**src/rtl/dmem_arb_pkg.sv**
```systemverilog
// Shared types and constants for the data-memory arbiter.
// State encoding, address limit and access direction codes.
package dmem_arb_pkg;

  localparam int unsigned DATA_W = 32;
  localparam int unsigned ADDR_LIMIT = 4096;

  localparam logic RW_READ  = 1'b0;
  localparam logic RW_WRITE = 1'b1;

  typedef enum logic [1:0] {
    S_IDLE   = 2'd0,
    S_ACCESS = 2'd1,
    S_DONE   = 2'd2
  } state_t;

endpackage

```
**src/rtl/dmem_arbiter_rr_arb2.sv**
```systemverilog
// Two-way round-robin picker (combinational).
// req: requests, last: previous winner; gnt_valid/gnt_sel: winner.
module rr_arb2 (
  input  logic [1:0] req,
  input  logic       last,
  output logic       gnt_valid,
  output logic       gnt_sel
);

  always_comb begin
    gnt_valid = |req;
    gnt_sel   = 1'b0;
    unique case (1'b1)
      (req == 2'b11): gnt_sel = ~last;
      (req == 2'b10): gnt_sel = 1'b1;
      default:        gnt_sel = 1'b0;
    endcase
  end

endmodule

```
**src/rtl/dmem_arbiter.sv**
```systemverilog
// Two-port arbiter in front of a single-port data memory.
// Ports: CLK/RST, REQn/RWn/ADDRn/WDn/ACKn, RDATA/ERR/BUSY, MEM_*.
module dmem_arbiter #(
  parameter int unsigned DATA_W =
    dmem_arb_pkg::DATA_W,
  parameter logic [DATA_W-1:0] ADDR_LIMIT =
    DATA_W'(dmem_arb_pkg::ADDR_LIMIT)
) (
  input  logic              CLK,
  input  logic              RST,
  input  logic              REQ0,
  input  logic              RW0,
  input  logic [DATA_W-1:0] ADDR0,
  input  logic [DATA_W-1:0] WD0,
  output logic              ACK0,
  input  logic              REQ1,
  input  logic              RW1,
  input  logic [DATA_W-1:0] ADDR1,
  input  logic [DATA_W-1:0] WD1,
  output logic              ACK1,
  output logic [DATA_W-1:0] RDATA,
  output logic              ERR,
  output logic              BUSY,
  output logic [DATA_W-1:0] MEM_ADDR,
  output logic              MEM_RW,
  output logic [DATA_W-1:0] MEM_WD,
  input  logic [DATA_W-1:0] MEM_RD
);

  import dmem_arb_pkg::*;

  state_t state, state_n;

  logic              last_q;
  logic              sel_q;
  logic              rw_q;
  logic [DATA_W-1:0] addr_q;
  logic [DATA_W-1:0] wd_q;
  logic              ack0_q;
  logic              ack1_q;
  logic [DATA_W-1:0] rdata_q;
  logic              err_q;

  logic gnt_valid;
  logic gnt_sel;
  logic in_acc;
  logic bad;

  rr_arb2 u_rr (
    .req       ({REQ1, REQ0}),
    .last      (last_q),
    .gnt_valid (gnt_valid),
    .gnt_sel   (gnt_sel)
  );

  assign in_acc = (state == S_ACCESS);

  assign bad = (addr_q >= ADDR_LIMIT)
             || (addr_q[1:0] != 2'b00);

  // RST gates the strobe so the reset
  // edge can never commit a write.
  assign MEM_RW = in_acc
                & (rw_q == RW_WRITE)
                & ~bad & ~RST;
  assign MEM_ADDR = in_acc ? addr_q : '0;
  assign MEM_WD   = in_acc ? wd_q : '0;

  assign BUSY  = (state != S_IDLE);
  assign ACK0  = ack0_q;
  assign ACK1  = ack1_q;
  assign RDATA = rdata_q;
  assign ERR   = err_q;

  always_comb begin
    state_n = state;
    unique case (state)
      S_IDLE:
        if (gnt_valid) state_n = S_ACCESS;
      S_ACCESS: state_n = S_DONE;
      S_DONE:   state_n = S_IDLE;
      default:  state_n = S_IDLE;
    endcase
  end

  always_ff @(posedge CLK) begin
    if (RST) begin
      state   <= S_IDLE;
      last_q  <= 1'b1;
      sel_q   <= 1'b0;
      rw_q    <= RW_READ;
      addr_q  <= '0;
      wd_q    <= '0;
      ack0_q  <= 1'b0;
      ack1_q  <= 1'b0;
      rdata_q <= '0;
      err_q   <= 1'b0;
    end else begin
      state  <= state_n;
      ack0_q <= in_acc & ~sel_q;
      ack1_q <= in_acc & sel_q;
      if (state == S_IDLE && gnt_valid) begin
        sel_q  <= gnt_sel;
        rw_q   <= gnt_sel ? RW1 : RW0;
        addr_q <= gnt_sel ? ADDR1 : ADDR0;
        wd_q   <= gnt_sel ? WD1 : WD0;
      end
      if (in_acc) begin
        rdata_q <= (rw_q == RW_READ && !bad)
                   ? MEM_RD : '0;
        err_q   <= bad;
        last_q  <= sel_q;
      end
    end
  end

endmodule
```
**config.mk**
```make
export PLATFORM = sky130hd
export DESIGN_NAME = dmem_arbiter
export DESIGN_NICKNAME = d
export VERILOG_FILES = /design/src/rtl/dmem_arb_pkg.sv /design/src/rtl/dmem_arbiter_rr_arb2.sv /design/src/rtl/dmem_arbiter.sv
export SDC_FILE = /design/constraint.sdc
export NUM_CORES = 1
export LEC_CHECK = 0
export BUFFER_PORTS_ARGS = -buffer_cell sky130_fd_sc_hd__buf_2
export CAP_MARGIN = 20
export CORE_ASPECT_RATIO = 1.25
export CORE_MARGIN = 5
export CORE_UTILIZATION = 41
export DETAILED_ROUTE_END_ITERATION = 8
export PLACE_DENSITY = 0.85
export RECOVER_POWER = 100
export SLEW_MARGIN = 5
export SYNTH_ARGS = -nofsm -noshare
export SYNTH_HDL_FRONTEND = slang
export SYNTH_HIERARCHICAL = 1
export SYNTH_SLANG_ARGS = --single-unit
```
**constraint.sdc**
```tcl
create_clock -name CLK -period 1.6 [get_ports CLK]
set_input_delay 0.32 -clock CLK [delete_from_list [all_inputs] [get_ports CLK]]
set_output_delay 0.32 -clock CLK [all_outputs]
set_load 0.05 [all_outputs]
```
==> summary.md, run 1 <==
| Metric | Value |
|---|---|
| Die X | 108 µm |
| RSZ-0062 raised after global routing | true |
| Worst Path Required | 1280 ps |
| Initial drt markers | 330 |
| GP Congestion | 0.789 |
| Mux cell area share after synthesis | 13.3% |
| Worst-margin pin slew | 604 ps |
| Setup ws final | -500 ps |
| Yosys cell types | 28 |
| Worst reg2reg setup slack | -190 ps |
| Final hold vios | 0 |
| Clock latency on the worst-skew pair | 340 ps |
| Antenna-violating nets left | 0 |
| Drt total wl | 19.0 mm |
| DR pass1 iterations | 5 |
| Die Area | 0.0144 mm² |
| Vias | 5361 |
| Placed wire-length estimate | 11.2 mm |
| TritonCTS Sinks | 104 |
| DRC | 0 |
| Maximum vdd drop | 0.539 mV |
| Synth area leaders | dfxtp_1 (42%), mux2i_1 (13%), a211oi_1 (9.9%), and2_1 (8.1%), a32o_1 (6.5%) |
| Vias in the first global route | 5358 |
| Post-synthesis simple-gate area fraction | 22.1% |
| Minimum clock period | 2100 ps |
| # diodes | 0 |
| H-Tree Depth | 3 |
| Ys Warns | 6 |
| Setup-failing EPs final | 164 |
| Reg2Reg Depth | 8 |
| CP startpoint | addr_q[19]$_SDFFE_PP0P_ |
| Synth async-reset ratio | 0% |
| Arrival time worst endpoint | 1780 ps |
| LEAKAGE | 3.86 nW |
| Critical path class | flop to output port |
| Worst Setup End Kind | output port |
| Max Cap Viol | 0 |
| XOR/XNOR Fraction of Synth Area | 0% |
| Final clock period utilization by the worst path | 131% |
| CTS tree | yes |
| Layout cells sized above 1 | 54.4% |
| I/O Pins | 267 |
| Mean Syn Cell Area | 9.65 µm² |
| CTS Hold Buffers Added | 0 |
| Final Power | 7.61 mW |
| Fin. max-slew vios | 0 |
| Initial Util | 41.3% |
| Fin util | 72.3% |
| Reg2reg start | state[0]$_SDFFE_PP0P_ |
| Synth top area share | 42.1% |
| Hold Path End | state[1]$_SDFFE_PP0P_ |
| Post-synth EDFFs | 0 |
| Port Buffers | 266 |
| Commonest non-fill, non-tap cells in the layout | buf_2 (164), dfxtp_1 (101), buf_8 (72) |
| CTS max path bufs | 2 |
| Sequential-to-total area share from yosys stat | 42.1% |
| Compound-Gate Fraction of Synth Area | 16.7% |
| TritonCTS Buffers | 9 |
| Total GRT Usage | 24.5% |
| Largest net degree at the start of global routing | 66 |
| Top FF cell, synth | dfxtp_1 |
| Hold path startpoint | RST |
| Hold path depth | 2 |
| Pre-CTS WS | -315 ps |
| Register bit total from synthesis | 104 |
| Initial antenna violation count | 0 |
| Net Count, Synth | 679 |
| First-pass GRT wire length | 27.8 mm |
| Via/cell ratio | 5.41 |
| Combinational family with the most area after synthesis | simple AND/OR/NAND/NOR gates |
| Area grow syn2layout | 75.1% |
| Final worst clock skew | 6.68 ps |
| Fmax | 476 MHz |
| Row count | 45 |
| Fin Hold WS | 202 ps |
| Die height | 133 µm |
| Critical Path Source Type | flop |
| Synth Instances | 513 |
| Outcome | finished, violations left |
| DR WL/cell | 19.2 µm |
| GRT overflow | 0 |
| RR Endpoint | addr_q[18]$_SDFFE_PP0P_ |
| Reg clk slew, reported paths | 70 ps |
| Core Area | 0.0120 mm² |
| Crit Path Max Fanout | 2 |
| CTS root buffer | clkbuf_16 |
| Most common cell after layout, fill and taps aside | buf_2 |
| Worst min path class | primary input to flop |
| Number of nets in the layout | 989 |
| Failing checks | setup timing |
| Relative slew slack | 59.9% |
| Post-synthesis cell area | 0.00495 mm² |
| Adder-cell share of the synthesized area | 0% |
| Top cell type by total area after synthesis | dfxtp_1 |
| Pwr dens | 878 mW/mm² |
==> power breakdown <==
group / total, mW / internal, mW / switching [mW]
clock: 2.07 / 1.13 / 0.941
combinational: 2.61 / 1.33 / 1.28
sequential: 2.94 / 2.80 / 0.138
==> area by class of cell <==
cell class,instances,area (µm²)
Fill cell,812,3320
Timing Repair Buffer,358,3260
Clock inverter,3,17.5
Clock buffer,12,256
Sequential cell,104,2090
Multi-Input combinational cell,350,2840
Tap cell,164,205
==> flip-flops by register name, indices dropped and copies added, names as in the netlist, 2 cells and up <==
register and flops:
wd_q 32, state 2, RDATA 32, addr_q 32
==> synth_stat cells, types with 2 or more instances <==
cell type	count
nor4b_1	32
nand2_1	2
nor2b_1	2
nor2_1	70
or4_4	2
buf_2	21
nor4_1	3
mux2i_1	66
dfxtp_1	104
clkbuf_1	29
buf_4	5
a211oi_1	65
and2_1	64
a32o_1	32
buf_6	3
==> routing by layer <==
layer  wire [µm]  vias up  track usage, %
met5           0        -               0
met4         816        0            11.7
met3        1440       62            5.56
met2        9810      275            42.9
met1        6930     2517            27.6
li1            -     2507               -
==> kinds of logic (layout without fill, tap and decap cells) <==
kind of cell | after synthesis | count (layout)
multiplexers | 66 | 66
AO/OA/AOI/OAI | 99 | 99
flip-flops | 104 | 104
AND/OR/NAND/NOR | 185 | 185
buffers and inverters | 59 | 373
==> worst max-delay path by stage <==
stage / end / slack [ps] / depth (start not counted)
floorplan: MEM_RW / -80 / 3
global placement: MEM_RW / -330 / 5
detailed placement: MEM_RW / -320 / 5
CTS: MEM_RW / -490 / 4
global route: MEM_RW / -540 / 4
finish: MEM_RW / -500 / 4
==> metrics by stage <==
stage,instance area [µm²],setup TNS [ps],std cells
after floorplan,5000,-84.6,513
after global placement,6870,-3690,937
after detailed placement,6870,-3070,937
after CTS,8480,-27530,984
after global routing,8670,-40170,991
final,8670,-26510,991
==> critical path, cell delays in order (launching register included) <==
cell	delay (ps)
dfxtp_2	320
or4_4	570
nor2_8	130
and4_4	260
buf_8	150
==> timing repair <==
item | in CTS | in global routing
setup endpoints to repair | 99 | 123
gates cloned | 11 | 11
setup buffers | 21 | 10
pin swaps | 56 | 12
gates resized for setup | 278 | 38
No activity file was read; power rests on OpenSTA's default activity.
==> run 2: changes to the inputs <==
CELL_PAD_IN_SITES_DETAIL_PLACEMENT = 0   (was default)
CELL_PAD_IN_SITES_GLOBAL_PLACEMENT = 1   (was default)
CORE_UTILIZATION = 29   (was 41)
PLACE_DENSITY = 0.75   (was 0.85)
==> summary.md, run 2 (synthesis gave the netlist of run 1 again) <==
| Metric | Value |
|---|---|
| H-Tree Depth | 3 |
| Combinational Power Share | 32.5% |
| Final worst clock skew | 6.75 ps |
| Most common cell after layout, fill and taps aside | buf_2 |
| Setup ws final | -481 ps |
| Worst Setup End Kind | output port |
| Worst min path class | primary input to flop |
| Clock Power Share | 29.4% |
| DR pass1 iterations | 6 |
| # diodes | 0 |
| Drt total wl | 17.9 mm |
| Setup-failing EPs final | 114 |
| GP Congestion | 0.704 |
| Max Cap Viol | 0 |
| Row count | 53 |
| Core Area | 0.0168 mm² |
| Internal power | 5.29 mW |
| Setup TNS | -17690 ps |
| Via/cell ratio | 4.88 |
| RSZ-0062 raised after global routing | true |
| Sequential cell fraction of total power | 38.1% |
| Reg clk slew, reported paths | 70 ps |
| TritonCTS Buffers | 9 |
| DR WL/cell | 17.3 µm |
| Vias in the first global route | 4976 |
| CTS max path bufs | 2 |
| Fmax | 480 MHz |
| Worst Path Required | 1280 ps |
| Initial drt markers | 202 |
| Critical path class | flop to output port |
| Switch Pwr | 2.34 mW |
| Final clock period utilization by the worst path | 130% |
| Commonest non-fill, non-tap cells in the layout | buf_2 (164), dfxtp_1 (103), buf_8 (73) |
| Relative slew slack | 51.8% |
| Failing checks | setup timing |
| Largest net degree at the start of global routing | 104 |
| Antenna-violating nets left | 0 |
| I/O Pins | 267 |
| Maximum vdd drop | 0.481 mV |
| Sw Ratio | 30.6% |
| Minimum clock period | 2080 ps |
| Die height | 156 µm |
| Arrival time worst endpoint | 1760 ps |
| Initial Util | 29.5% |
| Number of nets in the layout | 976 |
| Die Area | 0.0198 mm² |
| CTS tree | yes |
| DRC | 0 |
| Multi-input gate area in the final layout | 0.00284 mm² |
| CTS Hold Buffers Added | 0 |
| Fin. max-slew vios | 0 |
| Layout cells sized above 1 | 54.7% |
| Number of fillers in the final layout | 1580 |
| Initial antenna violation count | 1 |
| Area grow syn2layout | 73.0% |
| Vias | 5049 |
| Outcome | finished, violations left |
| Worst-margin pin slew | 723 ps |
| Port Buffers | 266 |
| Final hold vios | 0 |
| CTS root buffer | clkbuf_16 |
| Fin Hold WS | 306 ps |
| Pwr dens | 891 mW/mm² |
| GRT overflow | 0 |
| LEAKAGE | 3.80 nW |
| TritonCTS Sinks | 104 |
| Reg area | 0.00208 mm² |
| Critical Path Source Type | flop |
| Placed wire-length estimate | 11.5 mm |
| First-pass GRT wire length | 26.4 mm |
| Total GRT Usage | 16.6% |
| Die X | 127 µm |
| Clock latency on the worst-skew pair | 340 ps |
| Crit Path Max Fanout | 2 |
[run 2: cell type report]
type	count	area share, %
clock buffers	10	2.79
well taps	220	3.21
repair buffers	345	35.8
multi-input cells	350	33.2
flip-flops and latches	104	24.3
clock inverters	6	0.687
[run 2: what timing repair did]
action / 4_1_cts / 5_1_grt
resized for setup: 272 / 30
buffers inserted: 18 / 8
cloned: 9 / 7
setup endpoints to repair: 99 / 127
pin swaps: 59 / 13
[run 2: critical path, stage by stage, from the launching register on]
cell and delay, ps:
dfxtp_1 310, or4_4 570, nor2_8 130, and4_4 250
buf_8 150
[run 2: worst paths after layout]
kind              cells after the start                     from  slack, ps                    end
hold / removal                        3                  WD0[18]        310  wd_q[18]$_SDFFE_PP0P_
setup / recovery                      4  addr_q[20]$_SDFFE_PP0P_       -480                 MEM_RW
hold reg to reg                       1    RDATA[0]$_SDFFE_PP0N_        470  RDATA[0]$_SDFFE_PP0N_
setup reg to reg                      5    state[0]$_SDFFE_PP0P_       -100  RDATA[4]$_SDFFE_PP0N_
[run 2: per-stage QoR]
step | power [mW] | utilization [%] | cells | setup slack (ps) | area [µm²]
floorplan | 4.09 | - | 513 | -84.6 | 5000
global placement | 4.76 | 40.7 | 985 | -228 | 6820
detailed placement | 4.76 | 40.7 | 985 | -231 | 6820
CTS | 7.55 | 50.1 | 1028 | -505 | 8400
global route | 8.02 | 51.0 | 1035 | -523 | 8560
finish | 7.63 | 51.0 | 1035 | -481 | 8560
[run 2: power by group through the flow]
stage,registers [mW],logic (mW),clock network [mW]
2_1_floorplan,2.95,1.14,0
3_3_place_gp,2.94,1.81,0
3_5_place_dp,2.95,1.81,0
4_1_cts,2.90,2.36,2.29
5_1_grt,2.93,2.65,2.43
6_report,2.91,2.48,2.24
[run 2: layer usage]
metal	track usage (%)	vias to the layer above	wire length, µm
met5	0	-	11
met4	4.04	2	217
met3	5.03	16	1410
met2	29.0	191	8960
met1	20.0	2353	7260
li1	-	2487	-
